<file path="config.mk">
export PLATFORM = sky130hd
export DESIGN_NAME = tbec_mem_read_ctrl
export DESIGN_NICKNAME = d
export VERILOG_FILES = /design/src/rtl/tbec_mem_read_ctrl.sv
export SDC_FILE = /design/constraint.sdc
export NUM_CORES = 1
export LEC_CHECK = 0
export CORE_MARGIN = 2
export CORE_UTILIZATION = 42
export DETAILED_ROUTE_END_ITERATION = 16
export GPL_TIMING_DRIVEN = 1
export PLACE_DENSITY = 0.77
export RECOVER_POWER = 25
export SETUP_SLACK_MARGIN = 0.15
export SYNTH_ARGS = -nofsm -noshare
export SYNTH_HDL_FRONTEND = slang
export SYNTH_SLANG_ARGS = --single-unit
</file>
<file path="constraint.sdc">
create_clock -name clk -period 2 [get_ports clk]
set_input_delay 0.4 -clock clk [delete_from_list [all_inputs] [get_ports clk]]
set_output_delay 0.4 -clock clk [all_outputs]
set_load 0.05 [all_outputs]
</file>
<file path="src/rtl/tbec_mem_read_ctrl.sv">
// Read-path controller: fetches a block of 32-bit codewords from synchronous memory,
// registers each into the TBEC RSC decoder, and streams the decoded 16-bit words out.
// Latency: READ + RD_LAT wait cycles + DEC + OUT = RD_LAT+3 cycles per word at out_ready=1.
// Backpressure: out_valid/out_data/out_addr/out_corr are held until out_ready; no new read
// is issued while a word is waiting.
//
// Ports: clk/rst_n (async active-low); start/abort/base_addr/num_words block control;
// busy/done status; mem_rd_en/mem_addr/mem_rdata memory read port; dec_cw/dec_data/dec_flag
// decoder interface; out_valid/out_ready/out_data/out_addr/out_corr output stream;
// corr_count/word_count saturating statistics with clr_stats synchronous clear.
module tbec_mem_read_ctrl #(
  parameter int ADDR_W = 10,
  parameter int RD_LAT = 1,
  parameter int CNT_W  = 16
) (
  input  logic              clk,
  input  logic              rst_n,
  input  logic              start,
  input  logic              abort,
  input  logic [ADDR_W-1:0] base_addr,
  input  logic [ADDR_W:0]   num_words,
  output logic              busy,
  output logic              done,
  output logic              mem_rd_en,
  output logic [ADDR_W-1:0] mem_addr,
  input  logic [0:31]       mem_rdata,
  output logic [0:31]       dec_cw,
  input  logic [0:15]       dec_data,
  input  logic [0:2]        dec_flag,
  output logic              out_valid,
  input  logic              out_ready,
  output logic [0:15]       out_data,
  output logic [ADDR_W-1:0] out_addr,
  output logic              out_corr,
  output logic [CNT_W-1:0]  corr_count,
  output logic [CNT_W-1:0]  word_count,
  input  logic              clr_stats
);

  typedef enum logic [2:0] {
    S_IDLE,
    S_READ,
    S_WAIT,
    S_DEC,
    S_OUT,
    S_DONE
  } state_t;

  localparam logic [1:0]        LAT_INIT = 2'(RD_LAT - 1);
  localparam logic [ADDR_W-1:0] ADDR_ONE = ADDR_W'(1);
  localparam logic [ADDR_W:0]   REM_ONE  = (ADDR_W + 1)'(1);
  localparam logic [CNT_W-1:0]  CNT_ONE  = CNT_W'(1);
  localparam logic [CNT_W-1:0]  CNT_MAX  = '1;

  state_t            state_q;
  logic [ADDR_W-1:0] cur_addr_q;
  logic [ADDR_W:0]   remaining_q;
  logic [1:0]        lat_cnt_q;

  logic              busy_q;
  logic              done_q;
  logic              mem_rd_en_q;
  logic [ADDR_W-1:0] mem_addr_q;
  logic [0:31]       dec_cw_q;
  logic              out_valid_q;
  logic [0:15]       out_data_q;
  logic [ADDR_W-1:0] out_addr_q;
  logic              out_corr_q;
  logic [CNT_W-1:0]  corr_count_q, corr_count_d;
  logic [CNT_W-1:0]  word_count_q, word_count_d;

  logic              hs;
  logic              corr_hit;

  // Statistics next-state. A handshake in OUT counts even when abort lands in the same
  // cycle; a capture in DEC is dropped by abort, so it is not counted. The if-form on
  // |dec_flag treats an unknown flag as not-corrected, keeping the counter defined.
  always_comb begin
    hs       = (state_q == S_OUT) && out_ready;
    corr_hit = 1'b0;
    if ((state_q == S_DEC) && !abort && (|dec_flag)) corr_hit = 1'b1;

    corr_count_d = corr_count_q;
    if (clr_stats)                             corr_count_d = '0;
    else if (corr_hit && corr_count_q != CNT_MAX) corr_count_d = corr_count_q + CNT_ONE;

    word_count_d = word_count_q;
    if (clr_stats)                          word_count_d = '0;
    else if (hs && word_count_q != CNT_MAX) word_count_d = word_count_q + CNT_ONE;
  end

  always_ff @(posedge clk or negedge rst_n) begin
    if (!rst_n) begin
      state_q      <= S_IDLE;
      cur_addr_q   <= '0;
      remaining_q  <= '0;
      lat_cnt_q    <= '0;
      busy_q       <= 1'b0;
      done_q       <= 1'b0;
      mem_rd_en_q  <= 1'b0;
      mem_addr_q   <= '0;
      dec_cw_q     <= '0;
      out_valid_q  <= 1'b0;
      out_data_q   <= '0;
      out_addr_q   <= '0;
      out_corr_q   <= 1'b0;
      corr_count_q <= '0;
      word_count_q <= '0;
    end else begin
      corr_count_q <= corr_count_d;
      word_count_q <= word_count_d;
      // Strobes are single-cycle unless a transition below re-asserts them.
      done_q       <= 1'b0;
      mem_rd_en_q  <= 1'b0;

      if (abort && (state_q != S_IDLE)) begin
        state_q     <= S_IDLE;
        busy_q      <= 1'b0;
        out_valid_q <= 1'b0;
      end else begin
        case (state_q)
          S_IDLE: begin
            if (start) begin
              if (num_words == '0) begin
                done_q <= 1'b1;
              end else begin
                cur_addr_q  <= base_addr;
                remaining_q <= num_words;
                mem_addr_q  <= base_addr;
                mem_rd_en_q <= 1'b1;
                busy_q      <= 1'b1;
                state_q     <= S_READ;
              end
            end
          end
          S_READ: begin
            lat_cnt_q <= LAT_INIT;
            state_q   <= S_WAIT;
          end
          S_WAIT: begin
            // dec_cw only loads here, so the decoder never sees the raw memory bus.
            if (lat_cnt_q == 2'd0) begin
              dec_cw_q <= mem_rdata;
              state_q  <= S_DEC;
            end else begin
              lat_cnt_q <= lat_cnt_q - 2'd1;
            end
          end
          S_DEC: begin
            out_data_q  <= dec_data;
            out_addr_q  <= cur_addr_q;
            if (|dec_flag) out_corr_q <= 1'b1;
            else           out_corr_q <= 1'b0;
            out_valid_q <= 1'b1;
            state_q     <= S_OUT;
          end
          S_OUT: begin
            if (out_ready) begin
              out_valid_q <= 1'b0;
              if (remaining_q == REM_ONE) begin
                done_q  <= 1'b1;
                state_q <= S_DONE;
              end else begin
                cur_addr_q  <= cur_addr_q + ADDR_ONE;
                mem_addr_q  <= cur_addr_q + ADDR_ONE;
                remaining_q <= remaining_q - REM_ONE;
                mem_rd_en_q <= 1'b1;
                state_q     <= S_READ;
              end
            end
          end
          S_DONE: begin
            busy_q  <= 1'b0;
            state_q <= S_IDLE;
          end
          default: begin
            busy_q  <= 1'b0;
            state_q <= S_IDLE;
          end
        endcase
      end
    end
  end

  assign busy       = busy_q;
  assign done       = done_q;
  assign mem_rd_en  = mem_rd_en_q;
  assign mem_addr   = mem_addr_q;
  assign dec_cw     = dec_cw_q;
  assign out_valid  = out_valid_q;
  assign out_data   = out_data_q;
  assign out_addr   = out_addr_q;
  assign out_corr   = out_corr_q;
  assign corr_count = corr_count_q;
  assign word_count = word_count_q;

endmodule
</file>
# Yosys cells after proc, flatten, opt, wreduce, memory -nomap -nowiden
# Index checks and enable logic that the tools add are counted.
[op_classes] add_sub_neg=5 multipliers=0 div=0 n_lt_le_gt_ge=0 eq_ne=17 shifts=0 muxes=44 n_bitwise=1 n_reduce_logical=25
[op_table] operator="16-bit 2-to-1 mux" n=4
[op_table] operator="11-bit 2-to-1 mux" n=4
[op_table] operator="10-bit 2-to-1 mux" n=4
[op_table] operator="16-bit by 1-bit adder with 16-bit output (second input constant)" n=2
[op_table] operator="16-bit inequality test (second input constant)" n=2
[op_table] operator="11-bit case mux with 2 select lines" n=1
[op_table] operator="10-bit case mux with 2 select lines" n=1
[op_table] operator="3-bit 2-to-1 mux" n=6
[op_table] operator="1-bit 2-to-1 mux" n=17
[op_table] operator="3-bit case mux with 5 select lines" n=1
[op_table] operator="11-bit by 1-bit equality test with 1-bit output (second input constant)" n=1
[op_table] operator="11-bit zero test" n=1
[op_table] operator="11-bit by 1-bit subtractor with 11-bit output (second input constant)" n=1
[op_table] operator="10-bit by 1-bit adder with 10-bit output (second input constant)" n=1
[op_table] operator="2-bit inequality test (second input constant)" n=5
[op_table] operator="3-bit inequality test (second input constant)" n=3
[op_table] operator="3-bit AND reduction" n=3
[op_table] operator="1-bit case mux with 2 select lines" n=4
[op_table] operator="2-bit nonzero test" n=4
[op_table] operator="3-bit by 2-bit equality test with 1-bit output (second input constant)" n=2
[op_table] operator="1-bit logical AND" n=6
[op_table] operator="6-bit AND reduction" n=1
[op_table] operator="3-bit nonzero test" n=2
[op_table] operator="2-bit case mux with 2 select lines" n=1
[op_table] operator="other kinds (14)" n=15
[word_totals] reg_bits=121 latch_bits=0 ramBits=0 rom_bits=0 inputBits=78 elab_cells=106 n_memories=0

# Longest topological paths before layout
# Gate-level depths: netlist of the first run.
[depth] depth_word=7 depth_mapped=8 mapped_depth_nobuf=7

# Least setup slack after synthesis of the first run
# OpenSTA, ideal clock, no wires.
[synth_timing] path_type="register to register" startpoint="register corr_count_q[7], in the netlist corr_count[7]" endpoint="register corr_count_q[7], in the netlist corr_count[7]" setup_time_ps=132 arrival_ps=2058 path_slack_ps=-190 stages_incl_launch_ff=7 n_path_buf=1 period_less_slack_ps=2190 path_cell_list="dfrtp_1 -> nand4_1 -> or4_4 -> buf_6 -> o2111ai_4 -> xor2_1 -> nor2_1"
[synth_between] elab_chain_len=3
[synth_lines] item="start, declared" line_no="69" text="logic [CNT_W-1:0] corr_count_q, corr_count_d;"
[synth_lines] item="start signal, assigned" line_no="110" text="corr_count_q <= corr_count_d;"
[synth_lines] item="16-bit by 1-bit adder with 16-bit output / 16-bit inequality test (equally long branches)" line_no="85" text="else if (corr_hit && corr_count_q != CNT_MAX) corr_count_d = corr_count_q + CNT_ONE;"
[synth_lines] item="16-bit 2-to-1 mux / 1-bit logical AND (equally long branches)" line_no="85"
[synth_lines] item="16-bit 2-to-1 mux / 2-bit nonzero test (equally long branches)"
# Parallel ways exist; a longest one is shown, timed or not. The select of a mux whose other input is x is not followed.
# A chain may end at the register's enable or synchronous reset.

# Worst setup path in the final report of the first run
[layout_timing] startpoint="register remaining_q[2]" endpoint="register mem_addr_q[8], in the netlist mem_addr[8]"
[layout_between] elab_chain_len=3
[layout_lines] item="start, declared" line_no="57" text="logic [ADDR_W:0] remaining_q;"
[layout_lines] item="start signal, assigned" line_no="128" text="remaining_q <= num_words;"
[layout_lines] item="start signal, assigned" line_no="166" text="remaining_q <= remaining_q - REM_ONE;"
[layout_lines] item="11-bit by 1-bit equality test with 1-bit output" line_no="160" text="if (remaining_q == REM_ONE) begin"
[layout_lines] item="2-bit inequality test (no line)"
[layout_lines] item="6-bit AND reduction (no line)"
[layout_lines] item="end signal, assigned" line_no="129" text="mem_addr_q <= base_addr;"
[layout_lines] item="end signal, assigned" line_no="165" text="mem_addr_q <= cur_addr_q + ADDR_ONE;"
[layout_lines] item="end, declared" line_no="63" text="logic [ADDR_W-1:0] mem_addr_q;"
# No other way between the ends.

==> metrics.txt, run 1 <==
status=finished clean; clock-pin slew on the worst setup and hold paths=50 ps; Lkg Pwr=3.93 nW; syn nets=610; most common library cell in the layout ignoring fill and taps=dfrtp_1; number of max-cap violations=0; Root Driver=clkbuf_16; sequential fraction of the synthesis area=53.0%; # setup viols final=0; critical path endpoint category=register; Simple-Gate Fraction of Synth Area=15.4%; Die Area=14500 µm²; CTS tree=done; Setup CP Type=register to register; number of CTS-inserted buffers=17; pin count of the biggest net entering global routing=84; area growth from synthesis to layout=58.2%; fin worst setup slack=43.6 ps; crit path DAT=2240 ps; initial antenna violation count=0; xor and xnor area share after synthesis=3.22%; RSZ-0062 raised after global routing=yes; area of the multi-input gates=2750 µm²; PortBufs=182; GR Util All Layers=22.5%; Fin Hold WS=271 ps; Post-synth EDFFs=0; cts-stage hold buffer count=0; fraction of layout cells with a size suffix above 1=33.8%; first-pass GRT wire length=26000 µm; Antenna diodes=0; Post-Synth Adder-Cell Area=1.31%; Iter 0 DRT Violations=391; num rows=42; Antenna Violating Nets Remaining=0; Worst Hold Class=input port to async pin; flops & latches, synth=121; Max Buffers Root-to-Sink=2; Fin. Hold Viols=0; Storage cell area=3060 µm²; min Tclk post-route=1960 ps; Ys Warns=0; RD Place Congestion=0.888; final worst clock skew=10.1 ps; Worst Setup Start Kind=register; largest family of logic cells by synthesized area=simple AND/OR/NAND/NOR gates; nets@finish=869; Slew Viols, Final=0; WL final=16700 µm; library cells used by synthesis=58; Crit Path Max Fanout=7; dpl ws=-308 ps; CORE AREA=13200 µm²; DP Wirelength=11000 µm; clock sinks=121; Least-Margin Pin Slew=1110 ps; Worst-Skew Late Latency=410 ps; Fill cells=983; wire per inst=17.2 µm; asr flop ratio synth=100%; Synth Instances=526; post-DR vias/cell=5.47; vias in the first global route=5202; gr ovfl total=0; fmax=511 MHz; power per cell area=1510 nW/µm²; Final Cycle Share=97.8%; H-Tree Depth=4; first drt pass iteration count=5; mux share of post-synthesis cell area=12.0%; most frequent cells in the layout=dfrtp_1 (94), buf_4 (86), dlygate4sd2_1 (83); I/O pins=183; Worst EP required=2280 ps; synthesized area per cell=10.9 µm²; initial core utilization=43.1%; Max VDD drop=1.11 mV; DRC Markers=0; Relative slew margins=25.9%; via count=5325; Die Ht=121 µm; ys flop type=dfrtp_1; Synth Area in Compound Gates=12.0%; die width=121 µm; synthesized area=5710 µm²
[critical path, cell delays in order, from the launching register on]
cell	delay, ps
dfrtp_2	420
nor4_4	330
and4b_2	310
o32a_1	180
buf_6	140
inv_4	60
buf_6	130
a21oi_1	190
a21oi_2	60
[where the power goes]
part | total, W | internal (W) | switching (W)
clock | 0.00305 | 0.00200 | 0.00105
sequential | 0.00401 | 0.00334 | 0.000669
combinational | 0.00657 | 0.00233 | 0.00424
total | 0.0136 | 0.00768 | 0.00595
[per-layer routing]
metal,vias up,part of all wire (%),track usage (%)
li1,2422,-,-
met1,2636,38,26.9
met2,229,54,38.7
met3,38,6.2,5.94
met4,0,2.3,8.43
met5,-,0,0
[layout make-up]
type / instances / area share [%]
flip-flops and latches: 121 / 33.9
multi-input cells: 364 / 30.4
repair buffers: 265 / 26.1
clock buffers: 22 / 5.14
well taps: 176 / 2.44
clock inverters: 9 / 1.36
inverters: 15 / 0.651
repair inverters: 1 / 0.0831
[flip-flops by register name (all words and copies together) (netlist names)]
name,cells
mem_rd_en,1
done,1
mem_addr,10
out_data,16
out_corr,1
out_valid,1
lat_cnt_q,2
state_q,3
busy,1
remaining_q,11
out_addr,10
word_count,16
corr_count,16
dec_cw,32
[metrics by stage]
| stage | power, W | utilization [%] | setup TNS [ps] | cell area, µm² | instances |
|---|---|---|---|---|---|
| detailed placement | 0.0104 | 60.2 | -11530 | 7970 | 900 |
| global route | 0.0142 | 68.2 | -61.3 | 9040 | 973 |
| finish | 0.0136 | 68.2 | 0 | 9040 | 973 |
| global placement | 0.0102 | 60.2 | -9140 | 7970 | 900 |
| CTS | 0.0132 | 65.3 | 0 | 8650 | 950 |
| floorplan | 0.00800 | - | 0 | 5740 | 526 |
[cell families (layout without fill, tap and decap cells)]
| logic type | Yosys count | after routing |
|---|---|---|
| mux | 61 | 61 |
| fa+ha+maj | 6 | 6 |
| buf+inv | 41 | 312 |
| flops | 121 | 121 |
| xor+xnor | 21 | 21 |
| compound gates | 110 | 110 |
| simple gates | 166 | 166 |
[Yosys cell counts, types with 2 or more instances]
cell type,number,area (µm²)
nand2b_1,5,31.3
a211oi_1,4,30.0
nor3b_1,3,22.5
nand3b_1,4,30.0
nand3_1,17,85.1
and3_1,5,31.3
o21ai_0,28,140
o21ai_1,4,20.0
nor3_1,10,50.1
or2_2,3,18.8
ha_1,6,75.1
mux2_2,59,664
buf_2,5,25.0
buf_1,4,15.0
nor2_1,44,165
a21o_1,2,15.0
dfrtp_1,121,3030
o22ai_1,4,25.0
inv_1,14,52.6
o2111ai_1,3,26.3
o2bb2ai_1,3,26.3
nor4_1,7,43.8
nand2_1,32,120
a22oi_1,3,22.5
nand4_1,12,75.1
xor2_1,12,105
o211ai_1,4,30.0
a21oi_1,39,195
buf_4,2,15.0
clkbuf_1,14,52.6
nor2b_1,3,18.8
mux2i_1,2,20.0
or4_1,2,15.0
and2_1,2,12.5
or3_1,8,50.1
o31ai_1,2,15.0
xnor2_1,9,78.8
a31oi_1,5,31.3
[path summary, 6_finish.rpt]
check	from	to	slack [ps]	depth (start not counted)
worst max-delay path	remaining_q[2]	mem_addr[8]	40	8
worst min-delay path	rst_n	word_count[3]	270	2
worst max register to register	remaining_q[2]	mem_addr[8]	40	8
worst min register to register	out_corr	out_corr	490	1
max in group asynchronous	rst_n	corr_count[6]	890	2
min in group clk	out_corr	out_corr	490	1
[repair_timing]
action,in CTS,in global routing
buffers inserted,16,23
gates cloned,3,0
hold endpoints to repair,0,0
pin swaps,10,22
endpoints found under the setup margin,111,38
gates resized for setup,106,60
(Power assumes the default switching activity.)
==> run 2, diff against run 1 <==
--- a/config.mk
+++ b/config.mk
@@ -8,7 +8,9 @@
 export CORE_MARGIN = 2
 export CORE_UTILIZATION = 42
 export DETAILED_ROUTE_END_ITERATION = 16
+export GPL_ROUTABILITY_DRIVEN = 1
 export GPL_TIMING_DRIVEN = 1
+export MAX_ROUTING_LAYER = met4
 export PLACE_DENSITY = 0.77
 export RECOVER_POWER = 25
 export SETUP_SLACK_MARGIN = 0.15
==> metrics.txt, run 2 (synthesis results as in run 1) <==
Crit Path Max Fanout=7 (unchanged); pin count of the biggest net entering global routing=84 (unchanged); area growth from synthesis to layout=58.2% (unchanged); Fill cells=983 (unchanged); Max VDD drop=1.12 mV (+0.43%); H-Tree Depth=4 (unchanged); # setup viols final=0 (unchanged); Cell Count, Final, Fillers Out=973 (unchanged); gr ovfl total=0 (unchanged); Setup CP Type=register to register; initial core utilization=43.1% (unchanged); fin worst setup slack=35.4 ps (-8.22 ps); number of cell instances on the worst register-to-register path=8 (unchanged); Post-DP Area=7970 µm² (unchanged); wire per inst=17.2 µm (+0.17%); WP buf/inv=3 (unchanged); Relative slew margins=25.9% (+0.039 points); clock-pin slew on the worst setup and hold paths=50 ps (about the same); Antenna Violating Nets Remaining=0 (unchanged); CTS tree=done; Setup TNS Final=0 ps (unchanged); num rows=42 (unchanged); nets@finish=869 (unchanged); die width=121 µm (unchanged); dpl ws=-308 ps (unchanged); clock sinks=121 (unchanged); R2R Path End=mem_addr[8]; Least-Margin Pin Slew=1110 ps (-0.587 ps); Critical-path top delay cell=dfrtp_2; first-pass GRT wire length=26000 µm (about the same); Fin Hold WS=281 ps (+10.5 ps); CP top delay family=simple AND/OR/NAND/NOR gates; DRC Markers=0 (unchanged); Antenna diodes=0 (unchanged); Largest register FFs=32 (unchanged); critical path endpoint category=register; Iter 0 DRT Violations=351 (-10%); RD Place Congestion=0.902 (+1.7%); Fin. Hold Viols=0 (unchanged); PortBufs=182 (unchanged); Worst EP required=2280 ps (about the same); I/O pins=183 (unchanged); Final Cycle Share=98.2% (+0.41 points); post-DR vias/cell=5.49 (+0.38%); crit path DAT=2250 ps (about the same); CP peak stage delay=420 ps (about the same); CORE AREA=13200 µm² (unchanged); vias in the first global route=5203 (+0.019%); number of CTS-inserted buffers=17 (unchanged); Worst Hold Class=input port to async pin; placed insts=900 (unchanged); Root Driver=clkbuf_16; min Tclk post-route=1960 ps (+8.22 ps); fraction of layout cells with a size suffix above 1=33.8% (unchanged); RSZ-0062 raised after global routing=yes; DP Wirelength=11000 µm (unchanged); Slew Viols, Final=0 (unchanged); initial antenna violation count=0 (unchanged); most common library cell in the layout ignoring fill and taps=dfrtp_1; setup slack on the worst flop-to-flop path=40 ps (about the same); cts-stage hold buffer count=0 (unchanged); first drt pass iteration count=4 (-1); Critical Path Most Common Cell=buf_6; fmax=509 MHz (-0.42%); most frequent cells in the layout=dfrtp_1 (94), buf_4 (86), dlygate4sd2_1 (83); Worst-Skew Late Latency=420 ps (about the same); Lkg Pwr=3.93 nW (unchanged); crit-path cells=nor4_4 -> and4b_2 -> o32a_1 -> buf_6 -> inv_4 -> buf_6 -> a21oi_1 -> a21oi_2; Worst Setup Start Kind=register; Max Buffers Root-to-Sink=2 (unchanged); via count=5345 (+0.38%); WL final=16800 µm (+0.17%); r2r startpoint=remaining_q[2]; status=finished clean; Die Ht=121 µm (unchanged); fin area=9040 µm² (unchanged); number of max-cap violations=0 (unchanged); GR Util All Layers=23.1% (+0.67 points); final worst clock skew=11.1 ps (+0.987 ps); power per cell area=1510 nW/µm² (+0.11%); Die Area=14500 µm² (unchanged)
-- run 2: cell counts in the layout (fill, tap and decap cells not counted) --
No cell type changed its count.
-- run 2: repair_timing --
action	in CTS	in global routing
gates cloned	3	0
resized for setup	106	60
buffers inserted	16	23
endpoints found under the setup margin	111	38
pin swaps	10	22
-- run 2: how the worst max path moves through the flow --
stage | depth (start not counted) | to | startpoint | slack [ps]
4_1_cts | 7 | corr_count[7] | corr_count[1] | 100
3_5_place_dp | 8 | mem_addr[8] | num_words[9] | -310
6_report | 8 | mem_addr[8] | remaining_q[2] | 40
3_3_place_gp | 8 | mem_addr[3] | num_words[9] | -240
2_1_floorplan | 6 | corr_count[7] | corr_count[7] | 0.9
5_1_grt | 8 | mem_addr[8] | remaining_q[9] | -50
-- run 2: cell type report --
type	instances	area [µm²]	share of cell area, %
clock buffers	22	464	5.14
clock inverters	9	123	1.36
inverters	15	58.8	0.651
multi-input cells	364	2750	30.4
flip-flops and latches	121	3060	33.9
well taps	176	220	2.44
repair buffers	265	2360	26.1
repair inverters	1	7.51	0.0831
-- run 2: report_power, final --
| part | switching [W] | leakage (nW) | total, W | internal [W] |
|---|---|---|---|---|
| Sequential | 0.000673 | 1.48 | 0.00402 | 0.00334 |
| Combinational | 0.00425 | 2.16 | 0.00658 | 0.00233 |
| Clock | 0.00105 | 0.290 | 0.00306 | 0.00200 |
-- run 2: stage by stage --
step	utilization [%]	total power, W
2_1_floorplan	-	0.00800
3_3_place_gp	60.2	0.0102
3_5_place_dp	60.2	0.0104
4_1_cts	65.3	0.0132
5_1_grt	68.2	0.0142
6_report	68.2	0.0137
-- run 2: worst register-to-register path, cell delays in order, from the launching register on --
cell,delay (ps)
dfrtp_2,420
nor4_4,340
and4b_2,310
o32a_1,180
buf_6,140
inv_4,60
buf_6,130
a21oi_1,190
a21oi_2,60
-- run 2: layer usage --
layer | up-vias | track usage, % | share of wire (%) | wire length [µm]
met1 | 2653 | 27.3 | 39 | 6470
met5 | - | - | 0 | 0
met4 | 0 | 8.43 | 2.4 | 404
met2 | 221 | 38.8 | 54 | 8990
li1 | 2430 | - | - | -
met3 | 41 | 5.38 | 5.3 | 889
